`src/rtl/prng_rate_ctrl_pkg.sv`:
```
// Shared types and default widths for the PRNG rate controller.
// Optional burst support is selected with the PRNG_RATE_BURST_EN macro.
package prng_rate_pkg;

   localparam int unsigned SIZE_DEF    = 12;
   localparam int unsigned BURST_W_DEF = 8;

   typedef enum logic [1:0] {
      IDLE = 2'd0,
      RUN  = 2'd1,
      DONE = 2'd2
   } state_e;

endpackage

```
`src/rtl/prng_rate_ctrl_if.sv`:
```
// Config/control/status bundle between the FIR sequencer and the PRNG rate controller.
// cfg_burst is only consumed when PRNG_RATE_BURST_EN is defined.
interface prng_rate_ctrl_if
   import prng_rate_pkg::*;
#(
   parameter int unsigned SIZE    = SIZE_DEF,
   parameter int unsigned BURST_W = BURST_W_DEF
) ();

   logic               cfg_valid;
   logic               cfg_ready;
   logic [SIZE-1:0]    cfg_div;
   logic [BURST_W-1:0] cfg_burst;
   logic               start;
   logic               stop;
   logic               prng_en;
   logic               busy;
   logic               done;
   logic [BURST_W-1:0] tick_cnt;

   modport master (
      output cfg_valid, cfg_div, cfg_burst, start, stop,
      input  cfg_ready, prng_en, busy, done, tick_cnt
   );

   modport slave (
      input  cfg_valid, cfg_div, cfg_burst, start, stop,
      output cfg_ready, prng_en, busy, done, tick_cnt
   );

endinterface

```
`src/rtl/prng_rate_ctrl_div_counter.sv`:
```
// Frequency-divider up-counter: loads an init value, increments, and flags all-ones.
// The carry is a pure decode of the register, so it has no input-to-output path.
module prng_div_counter
   import prng_rate_pkg::*;
#(
   parameter int unsigned SIZE = SIZE_DEF
) (
   input  logic            clk,
   input  logic            rst_n,
   input  logic            load_i,
   input  logic            inc_i,
   input  logic [SIZE-1:0] init_i,
   output logic            carry_o
);

   logic [SIZE-1:0] cnt_q, cnt_d;

   always_comb begin
      cnt_d = cnt_q;
      if (load_i) begin
         cnt_d = init_i;
      end else if (inc_i) begin
         cnt_d = cnt_q + 1'b1;
      end
   end

   always_ff @(posedge clk or negedge rst_n) begin
      if (!rst_n) begin
         cnt_q <= '1;
      end else begin
         cnt_q <= cnt_d;
      end
   end

   assign carry_o = &cnt_q;

endmodule

```
`src/rtl/prng_rate_ctrl.sv`:
```
// PRNG rate controller: FSM, config shadow registers and tick counter around the divider.
// Define PRNG_RATE_BURST_EN for fixed-length bursts with a done pulse; otherwise runs are continuous.
module prng_rate_ctrl
   import prng_rate_pkg::*;
#(
   parameter int unsigned SIZE    = SIZE_DEF,
   parameter int unsigned BURST_W = BURST_W_DEF
) (
   input  logic           clk,
   input  logic           rst,
   prng_rate_ctrl_if.slave ctrl
);

   state_e             state_q, state_d;
   logic [SIZE-1:0]    div_q, div_d;
   logic [BURST_W-1:0] tick_q, tick_d;
   logic [SIZE-1:0]    cnt_init;
   logic               cnt_load, cnt_inc, carry;
`ifdef PRNG_RATE_BURST_EN
   logic [BURST_W-1:0] burst_q, burst_d;
`else
   logic               unused_burst;
   assign unused_burst = ^ctrl.cfg_burst;
`endif

   prng_div_counter #(.SIZE(SIZE)) u_div (
      .clk     (clk),
      .rst_n   (rst),
      .load_i  (cnt_load),
      .inc_i   (cnt_inc),
      .init_i  (cnt_init),
      .carry_o (carry)
   );

   always_comb begin
      state_d  = state_q;
      div_d    = div_q;
      tick_d   = tick_q;
      cnt_load = 1'b0;
      cnt_inc  = 1'b0;
      cnt_init = ~div_q;
`ifdef PRNG_RATE_BURST_EN
      burst_d  = burst_q;
`endif
      unique case (state_q)
         IDLE: begin
            if (ctrl.cfg_valid) begin
               div_d = ctrl.cfg_div;
`ifdef PRNG_RATE_BURST_EN
               burst_d = ctrl.cfg_burst;
`endif
            end
            // Init taken from div_d so a same-cycle handshake governs this run.
            if (ctrl.start) begin
               cnt_load = 1'b1;
               cnt_init = ~div_d;
               tick_d   = '0;
               state_d  = RUN;
            end
         end
         RUN: begin
            cnt_load = carry;
            cnt_inc  = !carry;
            if (carry) begin
               tick_d = tick_q + 1'b1;
            end
            if (ctrl.stop) begin
               state_d = IDLE;
            end
`ifdef PRNG_RATE_BURST_EN
            else if (carry && (burst_q != '0) && (tick_q == burst_q - 1'b1)) begin
               state_d = DONE;
            end
`endif
         end
         default: state_d = IDLE;
      endcase
   end

   always_ff @(posedge clk or negedge rst) begin
      if (!rst) begin
         state_q <= IDLE;
         div_q   <= '0;
         tick_q  <= '0;
`ifdef PRNG_RATE_BURST_EN
         burst_q <= '0;
`endif
      end else begin
         state_q <= state_d;
         div_q   <= div_d;
         tick_q  <= tick_d;
`ifdef PRNG_RATE_BURST_EN
         burst_q <= burst_d;
`endif
      end
   end

   assign ctrl.cfg_ready = (state_q == IDLE);
   assign ctrl.busy      = (state_q != IDLE);
   assign ctrl.prng_en   = (state_q == RUN) && carry;
   assign ctrl.tick_cnt  = tick_q;
`ifdef PRNG_RATE_BURST_EN
   assign ctrl.done      = (state_q == DONE);
`else
   assign ctrl.done      = 1'b0;
`endif

endmodule

```
`src/flat_wrapper.sv`:
```
// flat-port wrapper written by rule: the top's interface ports become plain ports
module prng_rate_ctrl_flat import prng_rate_pkg::*;
#(
   parameter int unsigned SIZE    = SIZE_DEF,
   parameter int unsigned BURST_W = BURST_W_DEF
)
  (clk, rst, ctrl_cfg_valid, ctrl_cfg_div, ctrl_cfg_burst, ctrl_start, ctrl_stop, ctrl_cfg_ready, ctrl_prng_en, ctrl_busy, ctrl_done, ctrl_tick_cnt);
  prng_rate_ctrl_if #(.SIZE(SIZE), .BURST_W(BURST_W)) ctrl_i ();
  input  logic clk;
  input  logic rst;
  input wire logic [$bits(ctrl_i.cfg_valid)-1:0] ctrl_cfg_valid;
  input wire logic [$bits(ctrl_i.cfg_div)-1:0] ctrl_cfg_div;
  input wire logic [$bits(ctrl_i.cfg_burst)-1:0] ctrl_cfg_burst;
  input wire logic [$bits(ctrl_i.start)-1:0] ctrl_start;
  input wire logic [$bits(ctrl_i.stop)-1:0] ctrl_stop;
  output wire logic [$bits(ctrl_i.cfg_ready)-1:0] ctrl_cfg_ready;
  output wire logic [$bits(ctrl_i.prng_en)-1:0] ctrl_prng_en;
  output wire logic [$bits(ctrl_i.busy)-1:0] ctrl_busy;
  output wire logic [$bits(ctrl_i.done)-1:0] ctrl_done;
  output wire logic [$bits(ctrl_i.tick_cnt)-1:0] ctrl_tick_cnt;
  assign ctrl_i.cfg_valid = ctrl_cfg_valid;
  assign ctrl_i.cfg_div = ctrl_cfg_div;
  assign ctrl_i.cfg_burst = ctrl_cfg_burst;
  assign ctrl_i.start = ctrl_start;
  assign ctrl_i.stop = ctrl_stop;
  assign ctrl_cfg_ready = ctrl_i.cfg_ready;
  assign ctrl_prng_en = ctrl_i.prng_en;
  assign ctrl_busy = ctrl_i.busy;
  assign ctrl_done = ctrl_i.done;
  assign ctrl_tick_cnt = ctrl_i.tick_cnt;
  prng_rate_ctrl #(.SIZE(SIZE), .BURST_W(BURST_W)) u_core (.clk(clk), .rst(rst), .ctrl(ctrl_i));
endmodule
```
`config.mk`:
```
export PLATFORM = sky130hd
export DESIGN_NAME = prng_rate_ctrl_flat
export DESIGN_NICKNAME = d
export VERILOG_FILES = /design/src/rtl/prng_rate_ctrl_pkg.sv /design/src/rtl/prng_rate_ctrl_if.sv /design/src/rtl/prng_rate_ctrl_div_counter.sv /design/src/rtl/prng_rate_ctrl.sv /design/src/flat_wrapper.sv
export SDC_FILE = /design/constraint.sdc
export NUM_CORES = 1
export LEC_CHECK = 0
export CAP_MARGIN = 20
export CORE_ASPECT_RATIO = 0.75
export CORE_UTILIZATION = 51
export DETAILED_ROUTE_END_ITERATION = 7
export GPL_TIMING_DRIVEN = 0
export PLACE_DENSITY = 0.81
export SLEW_MARGIN = 20
export SYNTH_ARGS = -nofsm -noshare
export SYNTH_HDL_FRONTEND = slang
export SYNTH_SLANG_ARGS = --single-unit
```
`constraint.sdc`:
```
create_clock -name clk -period 2.55 [get_ports clk]
set_input_delay 0.51 -clock clk [delete_from_list [all_inputs] [get_ports clk]]
set_output_delay 0.51 -clock clk [all_outputs]
set_load 0.005 [all_outputs]
```
# Yosys cells after proc, flatten, opt, wreduce, memory -nomap -nowiden
# Cells that the tools add are included.
[word_totals]
regBits = 34
out_inout_bits = 12
in_bits = 25
wordCells = 36
[op_classes]
eq_ne = 4
mux = 15
n_addsub = 2
bitwise_logic = 2
reduce_logical = 9
[op_table]
columns = ["op", "n"]
rows = [
  ["$mux W12", 6],
  ["$not A12 Y12", 2],
  ["$mux W8", 2],
  ["$pmux W8 S2", 1],
  ["$add A12 B1 Y12 const B", 1],
  ["$reduce_and A12 Y1", 1],
  ["$add A8 B1 Y8 const B", 1],
  ["$reduce_bool A2 Y1", 3],
  ["$mux W2", 2],
  ["$ne A2 B2 Y1 const B", 2],
  ["$pmux W2 S2", 1],
  ["$reduce_and A3 Y1", 1],
  ["$eq A2 B1 Y1 const B", 1],
  ["$logic_not A2 Y1", 1],
  ["$mux W1", 2],
  ["$ne A2 B1 Y1 const B", 1],
  ["$pmux W1 S2", 1],
  ["$reduce_and A2 Y1", 1],
  ["$logic_and A1 B1 Y1", 1],
  ["$logic_not A1 Y1", 1],
]

# Logic depth before layout (Yosys ltp)
[depth]
ltp_word = 6
ltp_mapped = 6
ltp_nobuf = 6

# Modules after synthesis
# A second synthesis with hierarchy kept.
[hier_totals]
cells_unflattened = 166
area_unflattened_um2 = 1779.2
[by_module_without_submodules]
columns = ["mod", "n_inst", "seq_area_each_um2", "area_each_um2", "cells_each"]
rows = [
  ["prng_rate_ctrl", 1, 525.5, 1029.7, 87],
  ["prng_div_counter", 1, 315.3, 749.5, 79],
]

# Worst setup path after synthesis
# OpenSTA, ideal clock, no wires.
[synth_timing]
path_kind = "register to register"
from = "reg u_core.u_div.cnt_q[0]"
to = "reg u_core.tick_q[7], in the netlist u_core.ctrl.tick_cnt[7]"
stages_incl_launch_ff = 7
path_buffers = 1
t_arrival_ps = 1726
slack_ps = 684
setup_time_ps = 140
synth_period_minus_slack_ps = 1866
required_time_ps = 2410
path_cell_list = "dfstp_2 ha_1 and4_2 nand4_2 buf_2 o311ai_0 o41ai_1"
[synth_between]
elab_chain_len = 3
[synth_rtl]
columns = ["item", "line", "rtl"]
rows = [
  ["start, declared", "prng_rate_ctrl_div_counter.sv:16", "logic [SIZE-1:0] cnt_q, cnt_d;"],
  ["start signal, assigned", "prng_rate_ctrl_div_counter.sv:31", "cnt_q <= cnt_d;"],
  ["$reduce_and A12 Y1", "prng_rate_ctrl_div_counter.sv:35", "assign carry_o = &cnt_q;"],
  ["$ne A2 B1 Y1 (no source line)", "--", ""],
  ["$reduce_and A3 Y1 (no source line)", "--", ""],
  ["end signal, assigned", "prng_rate_ctrl.sv:91", "tick_q <= tick_d;"],
  ["end, declared", "prng_rate_ctrl.sv:16", "logic [BURST_W-1:0] tick_q, tick_d;"],
]
# No other way between the ends.
# A chain may end at the register's enable or synchronous reset.

# Final worst setup path
[layout_timing]
from = "reg u_core.u_div.cnt_q[0]"
to = "out ctrl_prng_en"
[layout_between]
elab_chain_len = 2
[layout_rtl]
columns = ["item", "line", "rtl"]
rows = [
  ["$reduce_and A12 Y1", "prng_rate_ctrl_div_counter.sv:35", ""],
  ["$logic_and A1 B1 Y1", "prng_rate_ctrl.sv:100", "assign ctrl.prng_en = (state_q == RUN) && carry;"],
  ["end, declared", "flat_wrapper.sv:17", "output wire logic [$bits(ctrl_i.prng_en)-1:0] ctrl_prng_en;"],
]
# No other way between the ends.

==> flow_summary.yaml <==
routing:
  vias: 1619
  wl_per_cell_um: 15.9
  via_per_inst: 6.02
  totalWireLength_mm: 4.27
  firstDrtPassIters: 5
  drc: 0
  drt_iter0_drc: 188
  ant_nets: 0
floorplanning:
  core-area_um2: 3380
  num_io_pins: 37
  rows: 18
  start_util: 0.548
  die_h_um: 54.2
  dieArea_um2: 3880
  die_x_um: 71.6
final_layout:
  nNetsFinal: 256
  fill_cells: 267
  layout_commonest_cell: "clkdlybuf4s50_1"
  syn2layout_area_growth_pct: 25.2
  final_layout_size_suffix_gt1_frac: 0.236
  utilization: 0.686
  multiInputGateArea_um2: 947
  final_area_um2: 2320
  n_antenna_cell: 0
  final_cell_mix: "clkdlybuf4s50_1, dfrtp_1, a21oi_1"
  regArea_um2: 841
yosys:
  ys.flop_type: "dfrtp_1"
  synth-async-reset-ratio: 1.00
  avgSynthCellArea_um2: 9.70
  ys_ff_latch: 33
  yosysSeqAreaShare: 0.454
  ys_types: 46
  syn_area_um2: 1850
  synth_fp_nets: 218
  synth_edf_count: 0
  netlist_instances: 191
  yosysWarnings: 0
global_routing:
  antenna_found_initial: 0
  grt_max_degree: 34
  grt_overflow_total: 0
  track_usage: 0.243
  grt_pass1_vias: 1387
  grt_pass1_wl_mm: 6.84
run_status:
  status: "finished clean"
critical_path:
  crit_path_max_fanout: 5
  crit_path_start_kind: "flop"
  r2r_slack_ns: 0.56
  arrival_ns: 1.97
  worstPathRequired_ns: 2.04
  crit_type: "flop to primary output"
  ff2ff_path_depth: 7
  end_kind: "primary output"
clock_tree:
  clk_latency_ns: 0.29
  cts_buffer_depth: 2
  cts.sink_count: 33
  path_clk_slew_ns: 0.06
  cts_root_buf: "clkbuf_8"
  ctsHoldBuffers: 0
  cts_tree: "built"
  htree_levels: 2
  numCtsBuffers: 5
place:
  portBuffers: 27
  placed_area_um2: 2190
  hpwl_mm: 2.93
  place.gp.congestion: 0.847
run:
  cap_violations: 0
timing:
  rsz0062_at_grt: "no"
  setup_viol: 0
  period_needed_ns: 2.48
  tightestPinTransition_ns: 0.525
  maxClockFrequency_ghz: 0.402
  skew_ns: 0.00247
  hold_viol: 0
  drv_slew: 0
  relSlewSlack: 0.649
  setup_tns_ns: 0
  period_share: 0.974
  hold_ws_ns: 0.159
power_and_ir_drop:
  power.density_nw_per_um2: 797
  leakagePower_uw: 0.000947
  ir_drop_mv: 0.401
  fin_total_pwr_uw: 1850
min_path:
  hp-class: "primary input to async pin"
==> flip-flops by register name (all words and copies together), names as in the netlist <==
name and count:
u_core.ctrl.tick_cnt 8, u_core.div_q 12, u_core.u_div.cnt_q 12, u_core.state_q 1
==> logic make-up (layout without fill, tap and decap cells) <==
logic type               Yosys count  count (layout)  synth area share
multiplexers                      17              17             0.101
adder cells (fa/ha/maj)            2               2            0.0135
other                              1               1           0.00203
flip-flops                        33              33             0.454
XOR/XNOR                           1               1           0.00473
buffers and inverters             20              58            0.0466
AND/OR/NAND/NOR                   68              68             0.199
AO/OA/AOI/OAI                     49              49             0.178
==> what timing repair did <==
item | 4_1_cts | 5_1_grt
setup endpoints to repair | 1 | 1
buffers inserted | 1 | 2
gates resized for setup | 4 | 1
pin swaps | 1 | 1
==> per-layer routing <==
metal,vias up,track usage,wire length [um]
met2,75,0.351,1760
met5,-,0,0
met3,12,0.0506,327
met1,745,0.356,2110
li1,787,-,-
met4,0,0.0980,78
==> synth_stat cells (all sizes together) (3+ instances only) <==
cell     n  area, um2
nand3   14       70.1
nand4    4       31.3
o21ai    8       40.0
or2      3       18.8
a311oi   3       26.3
or3      3       18.8
inv      9       33.8
mux2    14        158
dfrtp   21        526
dfstp   12        315
nor3     8       40.0
o211ai   3       22.5
a21oi   17       85.1
nor2     8       30.0
nand2   14       52.6
o311ai   3       26.3
buf      8       41.3
a22oi    3       22.5
clkbuf   3       11.3
and4     4       38.8
mux2i    3       30.0
==> report_power, final <==
group / internal (uW) / leakage (uW) / switching, uW
Combinational: 275 / 0.000513 / 282
Clock: 214 / 0.0000443 / 180
Sequential: 735 / 0.000390 / 163
Total: 1220 / 0.000947 / 624
==> cell type report <==
class                   count  area share
well taps                  40      0.0216
multi-input cells         138       0.409
repair buffers             31       0.133
inverters                   9      0.0146
plain buffers              11      0.0227
clock buffers               7      0.0372
flip-flops and latches     33       0.363
==> path summary, 6_finish.rpt <==
path                                              start                      end
worst max-delay path              u_core.u_div.cnt_q[0]             ctrl_prng_en
worst min register to register  u_core.ctrl.tick_cnt[7]  u_core.ctrl.tick_cnt[7]
worst max register to register    u_core.u_div.cnt_q[0]    u_core.u_div.cnt_q[6]
min in group clk                u_core.ctrl.tick_cnt[7]  u_core.ctrl.tick_cnt[7]
worst min-delay path                                rst  u_core.ctrl.tick_cnt[3]
max in group asynchronous                           rst    u_core.u_div.cnt_q[4]
==> through the flow <==
step	std cells	worst slack [ns]
detailed placement	259	0.0999
CTS	267	0.00199
global route	269	0.00279
global placement	258	0.116
floorplan	191	0.684
finish	269	0.0651
==> critical path, cell delays in order (launching register included) <==
cell             delay (ns)
dfstp_2                0.58
ha_4                   0.16
and4_4                 0.25
nand4_4                0.11
inv_2                  0.09
clkdlybuf4s50_1        0.49
Note: power is estimated with default switching activity, not from simulation.
